<file path="config.mk">
export PLATFORM = sky130hd
export DESIGN_NAME = cic_interpolator_flat
export DESIGN_NICKNAME = d
export VERILOG_FILES = /design/src/rtl/sigma_delta_pkg.sv /design/src/rtl/cic_interpolator_if.sv /design/src/rtl/cic_int_stage.sv /design/src/rtl/cic_interpolator.sv /design/src/flat_wrapper.sv
export SDC_FILE = /design/constraint.sdc
export NUM_CORES = 1
export LEC_CHECK = 0
export ABC_AREA = 1
export CORE_ASPECT_RATIO = 0.9
export CORE_MARGIN = 5
export CORE_UTILIZATION = 40
export CTS_CLUSTER_SIZE = 10
export DETAILED_ROUTE_END_ITERATION = 12
export DONT_BUFFER_PORTS = 1
export PLACE_DENSITY = 0.65
export SYNTH_ARGS = -nofsm -noshare
export SYNTH_HDL_FRONTEND = slang
export SYNTH_SLANG_ARGS = --single-unit
</file>
<file path="constraint.sdc">
create_clock -name clk -period 13.3 [get_ports clk]
set_input_delay 3.325 -clock clk [delete_from_list [all_inputs] [get_ports clk]]
set_output_delay 3.325 -clock clk [all_outputs]
set_load 0.1 [all_outputs]
</file>
<file path="src/rtl/sigma_delta_pkg.sv">
// Shared CIC parameters and width helpers for the sigma-delta interpolation and decimation chains.
package sigma_delta_pkg;

  localparam int SD_INPUT_WIDTH = 16;
  localparam int SD_R           = 8;
  localparam int SD_N           = 4;

  // What the interpolator does on a given clock edge.
  typedef enum logic [1:0] {
    ACT_HOLD,
    ACT_LOAD,
    ACT_STUFF,
    ACT_STARVE
  } cic_action_e;

  function automatic int cic_log2(input int value);
    int bits = 0;
    for (int i = 0; i < 31; i++) begin
      if ((1 << bits) < value) bits++;
    end
    return bits;
  endfunction

  // Bit growth of an interpolating CIC: (N-1)*log2(R) on top of the input width.
  function automatic int cic_int_width(input int in_width, input int n, input int r);
    return in_width + (n - 1) * cic_log2(r);
  endfunction

endpackage

</file>
<file path="src/rtl/cic_interpolator_if.sv">
// Streaming handshake bundle between the interpolator and its upstream/downstream neighbours.
interface cic_interpolator_if
  import sigma_delta_pkg::*;
#(
  parameter int INPUT_WIDTH  = SD_INPUT_WIDTH,
  parameter int OUTPUT_WIDTH = cic_int_width(SD_INPUT_WIDTH, SD_N, SD_R)
);

  logic                           in_valid;
  logic                           in_ready;
  logic signed [INPUT_WIDTH-1:0]  in_data;
  logic                           out_valid;
  logic                           out_ready;
  logic signed [OUTPUT_WIDTH-1:0] out_data;
  logic                           underrun;

  modport slave (
    input  in_valid, in_data, out_ready,
    output in_ready, out_valid, out_data, underrun
  );

  modport master (
    output in_valid, in_data, out_ready,
    input  in_ready, out_valid, out_data, underrun
  );

endinterface

</file>
<file path="src/rtl/cic_int_stage.sv">
// One CIC integrator: accumulator register with enable and synchronous clear.
// sum_o is the value the register takes on this update, so stages cascade within a cycle.
module cic_int_stage #(
  parameter int W = 25
) (
  input  logic                clk,
  input  logic                rst_n,
  input  logic                en_i,
  input  logic                clr_i,
  input  logic signed [W-1:0] in_i,
  output logic signed [W-1:0] sum_o
);

  logic signed [W-1:0] acc_q;

  // Two's complement wrap-around is the intended arithmetic.
  assign sum_o = acc_q + in_i;

  // NOTE: state registers use non-blocking assignment so every flop samples pre-edge values.
  always_ff @(posedge clk or negedge rst_n) begin
    if (!rst_n) begin
      acc_q <= '0;
    end else if (clr_i) begin
      acc_q <= '0;
    end else if (en_i) begin
      acc_q <= sum_o;
    end
  end

endmodule

</file>
<file path="src/rtl/cic_interpolator.sv">
// CIC interpolator: N low-rate combs, zero-stuffing by R, N high-rate integrators.
// Streams through a valid/ready interface; one input yields exactly R outputs.
module cic_interpolator
  import sigma_delta_pkg::*;
#(
  parameter int INPUT_WIDTH = SD_INPUT_WIDTH,
  parameter int R           = SD_R,
  parameter int N           = SD_N
) (
  input  logic              clk,
  input  logic              rst_n,
  cic_interpolator_if.slave bus
);

  localparam int OUTPUT_WIDTH = cic_int_width(INPUT_WIDTH, N, R);
  localparam int PH_W         = cic_log2(R);

  typedef logic signed [OUTPUT_WIDTH-1:0] acc_t;

  logic [PH_W-1:0] ph_q, ph_d;
  logic            out_valid_q, out_valid_d;
  logic            started_q, started_d;
  logic            underrun_q, underrun_d;
  acc_t            out_data_q, out_data_d;

  acc_t            dly_q [N];
  acc_t            comb_c [N+1];
  acc_t            integ_in [N];
  acc_t            integ_sum [N];

  logic            adv;
  logic            int_en;
  cic_action_e     act;

  assign adv = !out_valid_q || bus.out_ready;

  // NOTE: every always_comb assigns its outputs a default first, so no path can infer a latch.
  always_comb begin
    act = ACT_HOLD;
    if (adv) begin
      if (ph_q != '0)        act = ACT_STUFF;
      else if (bus.in_valid) act = ACT_LOAD;
      else                   act = ACT_STARVE;
    end
  end

  assign bus.in_ready = rst_n && adv && (ph_q == '0);
  assign int_en       = (act == ACT_LOAD) || (act == ACT_STUFF);

  always_comb begin
    comb_c[0] = acc_t'(bus.in_data);
    for (int k = 0; k < N; k++) begin
      comb_c[k+1] = comb_c[k] - dly_q[k];
    end
  end

  // NOTE: the comb delays are a handful of flops, not a RAM, so clearing them in reset is cheap.
  always_ff @(posedge clk or negedge rst_n) begin
    if (!rst_n) begin
      for (int k = 0; k < N; k++) dly_q[k] <= '0;
    end else if (act == ACT_LOAD) begin
      for (int k = 0; k < N; k++) dly_q[k] <= comb_c[k];
    end
  end

  // Integrators see the comb output once per input, zeros on the R-1 stuffed phases.
  assign integ_in[0] = (act == ACT_LOAD) ? comb_c[N] : '0;

  for (genvar g = 0; g < N; g++) begin : g_integ
    if (g > 0) begin : g_cascade
      assign integ_in[g] = integ_sum[g-1];
    end

    cic_int_stage #(
      .W (OUTPUT_WIDTH)
    ) u_stage (
      .clk   (clk),
      .rst_n (rst_n),
      .en_i  (int_en),
      .clr_i (1'b0),
      .in_i  (integ_in[g]),
      .sum_o (integ_sum[g])
    );
  end

  always_comb begin
    ph_d        = ph_q;
    out_valid_d = out_valid_q;
    started_d   = started_q;
    underrun_d  = 1'b0;
    out_data_d  = out_data_q;
    unique case (act)
      ACT_LOAD: begin
        ph_d        = ph_q + PH_W'(1);
        out_valid_d = 1'b1;
        started_d   = 1'b1;
        out_data_d  = integ_sum[N-1];
      end
      ACT_STUFF: begin
        ph_d        = ph_q + PH_W'(1);
        out_valid_d = 1'b1;
        out_data_d  = integ_sum[N-1];
      end
      ACT_STARVE: begin
        out_valid_d = 1'b0;
        // Flag only the first starved cycle of a gap, not every idle cycle after it.
        underrun_d  = started_q && out_valid_q;
      end
      default: ;
    endcase
  end

  always_ff @(posedge clk or negedge rst_n) begin
    if (!rst_n) begin
      ph_q        <= '0;
      out_valid_q <= 1'b0;
      started_q   <= 1'b0;
      underrun_q  <= 1'b0;
      out_data_q  <= '0;
    end else begin
      ph_q        <= ph_d;
      out_valid_q <= out_valid_d;
      started_q   <= started_d;
      underrun_q  <= underrun_d;
      out_data_q  <= out_data_d;
    end
  end

  assign bus.out_valid = out_valid_q;
  assign bus.out_data  = out_data_q;
  assign bus.underrun  = underrun_q;

endmodule

</file>
<file path="src/flat_wrapper.sv">
// flat-port wrapper written by rule: the top's interface ports become plain ports
module cic_interpolator_flat import sigma_delta_pkg::*;
#(
  parameter int INPUT_WIDTH = SD_INPUT_WIDTH,
  parameter int R           = SD_R,
  parameter int N           = SD_N
)
  (clk, rst_n, bus_in_valid, bus_in_data, bus_out_ready, bus_in_ready, bus_out_valid, bus_out_data, bus_underrun);
  cic_interpolator_if #(.INPUT_WIDTH(INPUT_WIDTH), .OUTPUT_WIDTH(((16) + (N - 1) * $clog2(R)))) bus_i ();
  input  logic clk;
  input  logic rst_n;
  input wire logic [$bits(bus_i.in_valid)-1:0] bus_in_valid;
  input wire logic [$bits(bus_i.in_data)-1:0] bus_in_data;
  input wire logic [$bits(bus_i.out_ready)-1:0] bus_out_ready;
  output wire logic [$bits(bus_i.in_ready)-1:0] bus_in_ready;
  output wire logic [$bits(bus_i.out_valid)-1:0] bus_out_valid;
  output wire logic [$bits(bus_i.out_data)-1:0] bus_out_data;
  output wire logic [$bits(bus_i.underrun)-1:0] bus_underrun;
  assign bus_i.in_valid = bus_in_valid;
  assign bus_i.in_data = bus_in_data;
  assign bus_i.out_ready = bus_out_ready;
  assign bus_in_ready = bus_i.in_ready;
  assign bus_out_valid = bus_i.out_valid;
  assign bus_out_data = bus_i.out_data;
  assign bus_underrun = bus_i.underrun;
  cic_interpolator #(.INPUT_WIDTH(INPUT_WIDTH), .R(R), .N(N)) u_core (.clk(clk), .rst_n(rst_n), .bus(bus_i));
endmodule
</file>
==> reports/results.txt, run 1 <==
The run finished with clean final reports. The adder and majority cell fraction of the synthesized area works out to 0.163. The tools report the area of the multi-input gates as 9370 um2.

The cell that appears most often on the critical path is sky130_fd_sc_hd__nand2_1. The smallest clock period supported by the final layout is computed as 12.44 ns. The number of DRC violations after detailed routing was 0; the simple-gate portion of the synthesized area was 0.210. The run gives 0 as the number of slew-limit violations in the final report. The combinational family with the most area after synthesis is simple AND/OR/NAND/NOR gates. The logs give 0.284 for the worst max-slew margin expressed relative to the limit and 37,300 um2 for the core outline area. The tools report the via count as 12.8k.

The layout cell share with drive strength beyond 1 came out at 0.0646. The clock latency of the later-clocked register in the worst-skew pair was 0.45 ns. TritonCTS built the clock tree. Beginning of the worst hold path: u_core.started_q. Count of cells along the worst hold path: 2. The maximum number of pins on one net before global-route repair was 191; the gate count of the mapped netlist was 2,023. The Yosys step of the flow raised 0 warnings. For this run, the leading register cell type out of synthesis is sky130_fd_sc_hd__dfrtp_1. The total half-perimeter wirelength after legalization and detailed placement came out at 24,600 um. STA classifies the critical path startpoint as an input pin. The post-synthesis mux area share was 0; the clock transition at the registers of the reported paths was 0.07 ns. The final RePlAce weighted congestion is 0.881. The slack of the worst reg-to-reg path is 3.38 ns, and the number of I/O port buffers is 0.

At the pin with the least slew margin, the transition time is 1.07 ns. The worst register-to-register path has a depth of 57. The run gives 0 as the number of hold violations in the final report.

The mapped netlist covers 15,100 um2. Type of element capturing the critical path: a flop. In this run the worst hold path is classified as flop to flop. After routing, the total negative slack on setup checks comes to 0 ns. STA puts the critical path data required time at 13.63 ns. The total global routing track utilization is 0.159. The initial antenna violation count is 0, and the clock tree buffer depth is 2. The final critical-path share of the clock period was 0.935. The die covers 41,700 um2. The per-cell via count in the routed design works out to 5.09.

The critical path in this run is classified as input pin to flop. From bottom edge to top edge, the die measures 194 um. The capture endpoint of the worst hold path was u_core.started_q.

Compared with the post-synthesis result, the final layout area differs by 8.61%. The via count of the first global-routing pass was 12.1k; the number of nets still failing antenna checks after routing was 0. The xor/xnor share of the synthesized area came out at 0.0719.

The first TritonRoute pass finished after 5 iterations. The synthesized-area fraction occupied by ao, oa, aoi and oai cells works out to 0.168. The share of synthesized registers carrying an async set or reset is 1.00. Synthesis inferred 189 register bits. The number of synthesized flops with an enable pin came out at 0. The post-detailed-route wirelength per cell was 13.2 um.

After clock tree synthesis, the flow added hold-fix buffers numbering 0. In this run, the number of DRC markers left after iteration 0 of detailed routing was 817. After floorplanning, the core was divided into 67 placement rows. The die is 215 um wide. The run gives 0.313 as the sequential area share after synthesis. The slowest stage cell on the critical path was sky130_fd_sc_hd__ha_1. The tools report the cell at the root of the clock tree as sky130_fd_sc_hd__clkbuf_16. The clock tree synthesis step divided the H-tree into 4 levels. In this run, CTS created clock tree buffers numbering 17. The tools report the total wire length as 33,300 um.

The layout filler cell count was 3,616. Data on the critical path arrives at its endpoint at 12.77 ns. 0 antenna diodes ended up in the layout. The critical-path maximum fanout works out to 5.

The first global-routing pass estimated 56,800 um of wire. The effective utilization at floorplan was 0.405. For the count of unique library cells instantiated by Yosys, the log shows 48.

The tools report the terminus of the critical flop-to-flop path as u_core.g_integ[3].u_stage.acc_q[24]. The delay of the slowest cell on the worst path was 0.37 ns. The run gives 48 as the top-level port count. In this run the critical register-to-register path is launched from u_core.dly_q[77].

The average size of a mapped cell is 7.46 um2, and the count of nets after finishing is 2,229. Clock skew on the completed layout was measured at 0.0150 ns. Counting every sink on the clock net gives 189.

For this run the aggregate overflow at the end of global routing stands at 0. Max-cap violations in this run came to 0. Counting every net in the synthesized netlist gives 2,235. Registers take 4730 um2. The run gives 0 as the setup violation total in the final timing report.

The achievable frequency is 0.0804 GHz.
==> cells in the final DEF (no fill, tap or decap), types with 4 or more instances in the layout <==
| master | Yosys | routed |
|---|---|---|
| sky130_fd_sc_hd__clkbuf_16 | 0 | 17 |
| sky130_fd_sc_hd__a21oi_1 | 194 | 188 |
| sky130_fd_sc_hd__a21o_1 | 6 | 6 |
| sky130_fd_sc_hd__nor2_1 | 67 | 66 |
| sky130_fd_sc_hd__ha_1 | 184 | 182 |
| sky130_fd_sc_hd__and2_1 | 4 | 4 |
| sky130_fd_sc_hd__buf_4 | 2 | 18 |
| sky130_fd_sc_hd__xnor2_1 | 45 | 45 |
| sky130_fd_sc_hd__fa_1 | 8 | 8 |
| sky130_fd_sc_hd__nand2_1 | 563 | 563 |
| sky130_fd_sc_hd__o21bai_1 | 6 | 6 |
| sky130_fd_sc_hd__nand2_2 | 11 | 11 |
| sky130_fd_sc_hd__xor2_1 | 79 | 77 |
| sky130_fd_sc_hd__o211ai_1 | 4 | 4 |
| sky130_fd_sc_hd__nand3_1 | 71 | 71 |
| sky130_fd_sc_hd__o21ai_1 | 15 | 16 |
| sky130_fd_sc_hd__or2_2 | 12 | 12 |
| sky130_fd_sc_hd__inv_1 | 250 | 250 |
| sky130_fd_sc_hd__dfrtp_1 | 189 | 189 |
| sky130_fd_sc_hd__o21ai_0 | 158 | 155 |
| sky130_fd_sc_hd__a31oi_1 | 15 | 15 |
| sky130_fd_sc_hd__clkinvlp_4 | 0 | 4 |
| sky130_fd_sc_hd__nand4_1 | 9 | 9 |
| sky130_fd_sc_hd__nor3_1 | 13 | 9 |
| sky130_fd_sc_hd__a21boi_1 | 6 | 4 |
| sky130_fd_sc_hd__nand3_2 | 5 | 5 |
| sky130_fd_sc_hd__a21boi_2 | 4 | 6 |
| sky130_fd_sc_hd__o21a_1 | 8 | 8 |
| sky130_fd_sc_hd__a21oi_2 | 7 | 13 |
| sky130_fd_sc_hd__nor4_1 | 6 | 5 |
| sky130_fd_sc_hd__o21ai_2 | 11 | 13 |
==> sequential cells by signal, indices dropped and copies added, names as in the netlist <==
register and cells:
u_core.dly_q 83, u_core.g_integ.u_stage.acc_q 100, u_core.bus.underrun 1, u_core.bus.out_valid 1
u_core.ph_q 3, u_core.started_q 1
==> critical path, delay by kind of cell <==
family                     cells  cell delay [ns]
AOI/OAI and AO/OA             19             3.27
xor gates and xnor gates       6             1.23
adders and majority gates      8             2.72
buffers and inverters          5             0.29
and+or+nand+nor               18             1.93
==> synth_stat cells, drive strengths merged, types with 9 or more instances <==
| library cell | n | area, um2 |
|---|---|---|
| nand3 | 76 | 405 |
| nand4 | 9 | 56.3 |
| inv | 250 | 938 |
| a21boi | 10 | 90.1 |
| nor2 | 68 | 258 |
| xnor2 | 45 | 394 |
| nor3 | 13 | 65.1 |
| or2 | 15 | 93.8 |
| xor2 | 79 | 692 |
| dfrtp | 189 | 4730 |
| ha | 184 | 2300 |
| a31oi | 15 | 93.8 |
| a21oi | 201 | 1030 |
| clkbuf | 36 | 135 |
| nand2 | 576 | 2200 |
| o21ai | 184 | 962 |
==> timing repair <==
action / CTS / global route
setup endpoints to repair: 0 / 5
gates resized for setup: 0 / 25
hold endpoints to repair: 0 / 0
setup buffers: 0 / 3
==> layer usage <==
metal  routed length, um  track usage  part of all wire  up-vias
met5                   0            0                 0        -
met4                 376       0.0391             0.011        0
met3                1290       0.0258             0.039       24
met2               14500        0.246              0.44      189
met1               17100        0.233              0.51     5931
li1                    -            -                 -     6632
==> layout make-up <==
class / instances / area share
flip-flops and latches: 189 / 0.288
inverters: 251 / 0.0575
clock buffers: 17 / 0.0259
repair buffers: 18 / 0.00824
multi-input cells: 1540 / 0.572
well taps: 483 / 0.0369
clock inverters: 14 / 0.0114
==> how the worst max path moves through the flow <==
stage | end | from | slack (ns) | depth (start not counted)
floorplan | u_core.g_integ[3].u_stage.acc_q[24] | bus_in_data[0] | 1.25 | 58
detailed placement | u_core.g_integ[3].u_stage.acc_q[24] | bus_in_data[0] | 0.008 | 56
global route | u_core.g_integ[3].u_stage.acc_q[24] | bus_in_data[2] | -0.06 | 61
finish | u_core.g_integ[3].u_stage.acc_q[24] | bus_in_data[2] | 0.86 | 56
CTS | u_core.g_integ[3].u_stage.acc_q[24] | bus_in_data[0] | 0.46 | 56
global placement | u_core.g_integ[3].u_stage.acc_q[24] | bus_in_data[0] | 0.26 | 56
==> cell families after synthesis <==
group           count (synthesis)
simple gates                  771
compound gates                453
buf+inv                       294
fa+ha+maj                     192
flops                         189
xor+xnor                      124
==> metrics by stage <==
stage	utilization	setup WS [ns]	std cells	instance area [um2]	hold slack (ns)
global placement	0.420	0.257	2478	15700	0.440
floorplan	-	1.25	2023	15100	0.423
finish	0.440	0.862	2512	16400	0.476
global route	0.440	-0.0597	2512	16400	0.500
CTS	0.436	0.458	2509	16300	0.488
detailed placement	0.420	0.00809	2478	15700	0.470
Power of run 1 is not shown: default switching activity piles up to over one toggle a cycle in this logic, so the estimate is an artifact.
==> run 2, diff against run 1 <==
--- a/config.mk
+++ b/config.mk
@@ -5,9 +5,7 @@
 export SDC_FILE = /design/constraint.sdc
 export NUM_CORES = 1
 export LEC_CHECK = 0
-export ABC_AREA = 1
 export CORE_ASPECT_RATIO = 0.9
-export CORE_MARGIN = 5
 export CORE_UTILIZATION = 40
 export CTS_CLUSTER_SIZE = 10
 export DETAILED_ROUTE_END_ITERATION = 12
==> run 2 against run 1 <==
Via count down 2.0%. First-iteration DRC count down 34%. Worst setup slack worse by 0.32 ns. Critical path depth down 1. Synthesized cell count down 15%. Critical path type unchanged.
==> reports/results.txt, run 2 <==
TritonCTS built the clock tree. The flip-flop and latch area came out at 4730 um2 (unchanged). The number of I/O port buffers is 0 (unchanged). The largest registers in the layout are u_core.g_integ.u_stage.acc_q x100, u_core.dly_q x83, u_core.ph_q x3. Average size of a mapped cell: 8.79 um2 (+18%). The core outline area is 37,100 um2 (-0.45%). Count of clock tree sinks: 189 (unchanged).

The category of the critical setup timing path was input pin to flop. The via count of the first global-routing pass is 12.3k (+2.2%), and the total global routing overflow is 0 (unchanged). The global-route wire length before repair is 54,600 um (-3.9%). The post-layout minimum cycle time is 12.76 ns (+0.323 ns).

Counting flops per register, the top entry is u_core.g_integ.u_stage.acc_q. The clock transition at the registers of the reported paths is 0.07 ns (about the same). The flop and latch count out of synthesis is 189 (unchanged), and the reported max-cap violation count is 0 (unchanged).

sky130_fd_sc_hd__dfrtp_1 is the most common cell in the netlist. In the synthesized netlist the dominant register cell turns out to be sky130_fd_sc_hd__dfrtp_1. The total half-perimeter wirelength after legalization and detailed placement was 22,600 um (-7.9%).

The number of hold violations in the final report is 0 (unchanged), and the number of nets in the synthesized netlist is 1,925 (-14%). The effective utilization at floorplan was 0.405 (+0.000614); the H-tree level count was 4 (unchanged). The tools report the gate count of the mapped netlist as 1,713 (-15%). The run gives 12.5k (-2.0%) as the via count.

The logs give 0 (unchanged) for the number of slew-limit violations in the final report and 0 (unchanged) for the number of DRC violations after detailed routing. The total of warnings raised by yosys is 0 (unchanged). The worst setup path is launched from an input pin.

The tools report the initial antenna violation count as 0 (unchanged). The critical-path maximum fanout came out at 3 (-2). For the worst max-slew margin expressed relative to the limit, the log shows 0.331 (+0.0470). The data arrival at the endpoint of the critical path was 13.06 ns (+0.29 ns); the count of unique library cells instantiated by Yosys was 64 (+33%). Met3 wirelength from detailed routing: 656 um (-49%).

The slowest stage cell on the critical path is sky130_fd_sc_hd__fa_2. The sequential area share after synthesis is 0.314 (+0.000937). STA classifies the critical path endpoint as a flop. The standard-cell row count was 67 (unchanged). Area of the mapped netlist: 15,100 um2 (-0.30%). The area fraction of the dominant cell type after synthesis came out at 0.314 (+0.000937). The count of nets after finishing came out at 2,165 (-2.9%). The tools report the layout filler cell count as 3,337 (-7.7%).

In this run the top signal layer used is met4. The setup violation total in the final timing report is 0 (unchanged). Delay of the slowest cell on the worst path: 0.53 ns (+0.16 ns). The total global routing track utilization came out at 0.170 (+0.0113). Clock latency of the later-clocked register in the worst-skew pair: 0.45 ns (about the same).

The die extent in y is 186 um (-4.3%). The number of synthesized flops with an enable pin came out at 0 (unchanged). The per-cell via count in the routed design is 5.11 (+0.54%), and the share of synthesized registers carrying an async set or reset is 1.00 (unchanged).

The tools report the total wire length as 32,000 um (-3.7%). Class of the worst hold path: flop to flop. The CTS buffer count came out at 17 (unchanged).

Number of nets still failing antenna checks after routing: 0 (unchanged). The die extent in x was 206 um (-3.9%). After synthesis, the most frequently instantiated cells are 189 x sky130_fd_sc_hd__dfrtp_1, 184 x sky130_fd_sc_hd__ha_1, 169 x sky130_fd_sc_hd__nand2_1. The final critical-path share of the clock period was 0.959 (+0.0243).

The run gives 0 (unchanged) as the final antenna diode count. The run finished with clean final reports. The top-level port count came out at 48 (unchanged). Broken down by cell family, the worst path's largest delay share belongs to compound AO/OA/AOI/OAI gates. The tree is rooted in a sky130_fd_sc_hd__clkbuf_16. The run gives 5 (unchanged) as the number of iterations in the first detailed-routing pass. In the layout the commonest cells are 257 x sky130_fd_sc_hd__buf_4, 189 x sky130_fd_sc_hd__dfrtp_1, 175 x sky130_fd_sc_hd__ha_1, 168 x sky130_fd_sc_hd__nand2_1, 157 x sky130_fd_sc_hd__inv_1. The detailed-routing wirelength on met1 was 15,500 um (-9.7%). The post-detailed-route wirelength per cell was 13.1 um (-1.3%); the layout cell share with drive strength beyond 1 was 0.251 (+0.187). The number of flip-flops under the largest register name works out to 100 (unchanged). The final setup skew is 0.0141 ns (-0.000911 ns).

The total die area came out at 38,400 um2 (-8.0%). The cell taking the most area after synthesis was sky130_fd_sc_hd__dfrtp_1. Achievable frequency: 0.0784 GHz (-2.5%). Yosys attributes the largest share of cell area to sky130_fd_sc_hd__dfrtp_1 31%, sky130_fd_sc_hd__ha_1 15%, sky130_fd_sc_hd__mux2_2 6.1%. The most frequent standard cell in the layout excluding fill and tap cells is sky130_fd_sc_hd__buf_4. The transition at the pin with the smallest max-transition slack is 1.00 ns (-0.0694 ns). The endpoint required time on the critical path is 13.60 ns (-0.03 ns), and the number of violations reported at the end of detailed-routing iteration 0 is 543 (-34%). The final RePlAce weighted congestion came out at 0.897 (+1.9%).

The run gives 10,100 um2 (+7.6%) as the area of the multi-input gates. The clock tree buffer depth came out at 2 (unchanged). The buffer and inverter count on the worst path was 6 (+1); the layout overhead on the synthesized area was 23.2%. Maximum number of pins on one net before global-route repair: 191 (unchanged). The tools report the worst slack on hold paths as 0.471 ns (-0.00509 ns). The detailed-routed wire length on met2 was 15,400 um (+6.4%).
[run 2: cell types whose count changed after synthesis, sizes merged, moves of 16 or more]
cell	before	now
nor2b	0	16
o21ai	184	167
inv	250	157
o21bai	8	28
xnor2	45	99
mux2	0	82
xor2	79	37
nand2	576	169
nand3	76	27
a21o	6	51
nor2	68	126
nand2b	0	18
a21oi	201	125
[run 2: final cells by class]
class                      count  area share
clock buffer                  18      0.0237
clock inverter                14     0.00857
inverter                     157      0.0318
multi-input combinational   1331       0.544
sequential                   189       0.255
tap                          483      0.0326
timing repair buffer         257       0.104
[run 2: per-layer routing]
| metal | global-route usage | up-vias |
|---|---|---|
| met1 | 0.223 | 5918 |
| li1 | - | 6461 |
| met3 | 0.0229 | 31 |
| met4 | 0.0532 | 0 |
| met2 | 0.289 | 113 |
| met5 | 0 | - |
[run 2: cell families (layout without fill, tap and decap cells)]
kind of cell	after synthesis	count (layout)	synth area share
AND/OR/NAND/NOR	431	431	0.128
adder cells (fa/ha/maj)	192	192	0.164
multiplexers	85	85	0.0633
AO/OA/AOI/OAI	485	485	0.200
XOR/XNOR	138	138	0.0826
buffers and inverters	193	446	0.0481
flip-flops	189	189	0.314
[run 2: path summary, 6_finish.rpt]
check                                 startpoint                                  end  slack, ns  depth (start not counted)
worst max-delay path              bus_in_data[0]  u_core.g_integ[3].u_stage.acc_q[24]       0.54                         55
worst min-delay path            u_core.started_q                     u_core.started_q       0.47                          1
worst max register to register  u_core.dly_q[75]  u_core.g_integ[3].u_stage.acc_q[24]       3.06                         54
worst min register to register  u_core.started_q                     u_core.started_q       0.47                          1
max in group asynchronous                  rst_n                     u_core.dly_q[43]      10.05                          0
min in group asynchronous                  rst_n  u_core.g_integ[3].u_stage.acc_q[23]       2.57                          0
[run 2: timing repair]
action / CTS / global route
hold buffers: 0 / 0
setup buffers: 1 / 24
pin swaps: 2 / 90
setup endpoints to repair: 2 / 12
hold endpoints to repair: 0 / 0
gates resized for setup: 9 / 149
[run 2: stage by stage]
step	worst slack [ns]	setup TNS, ns	util	instances	instance area (um2)
after floorplan	0.144	0	-	1713	15100
after global placement	-0.434	-0.818	0.466	2394	17300
after detailed placement	-0.674	-2.14	0.466	2394	17300
after CTS	0.00647	0	0.482	2427	17900
after global routing	-0.0722	-0.121	0.499	2449	18500
final	0.539	0	0.499	2449	18500
Power of run 2 is left out for the same reason.
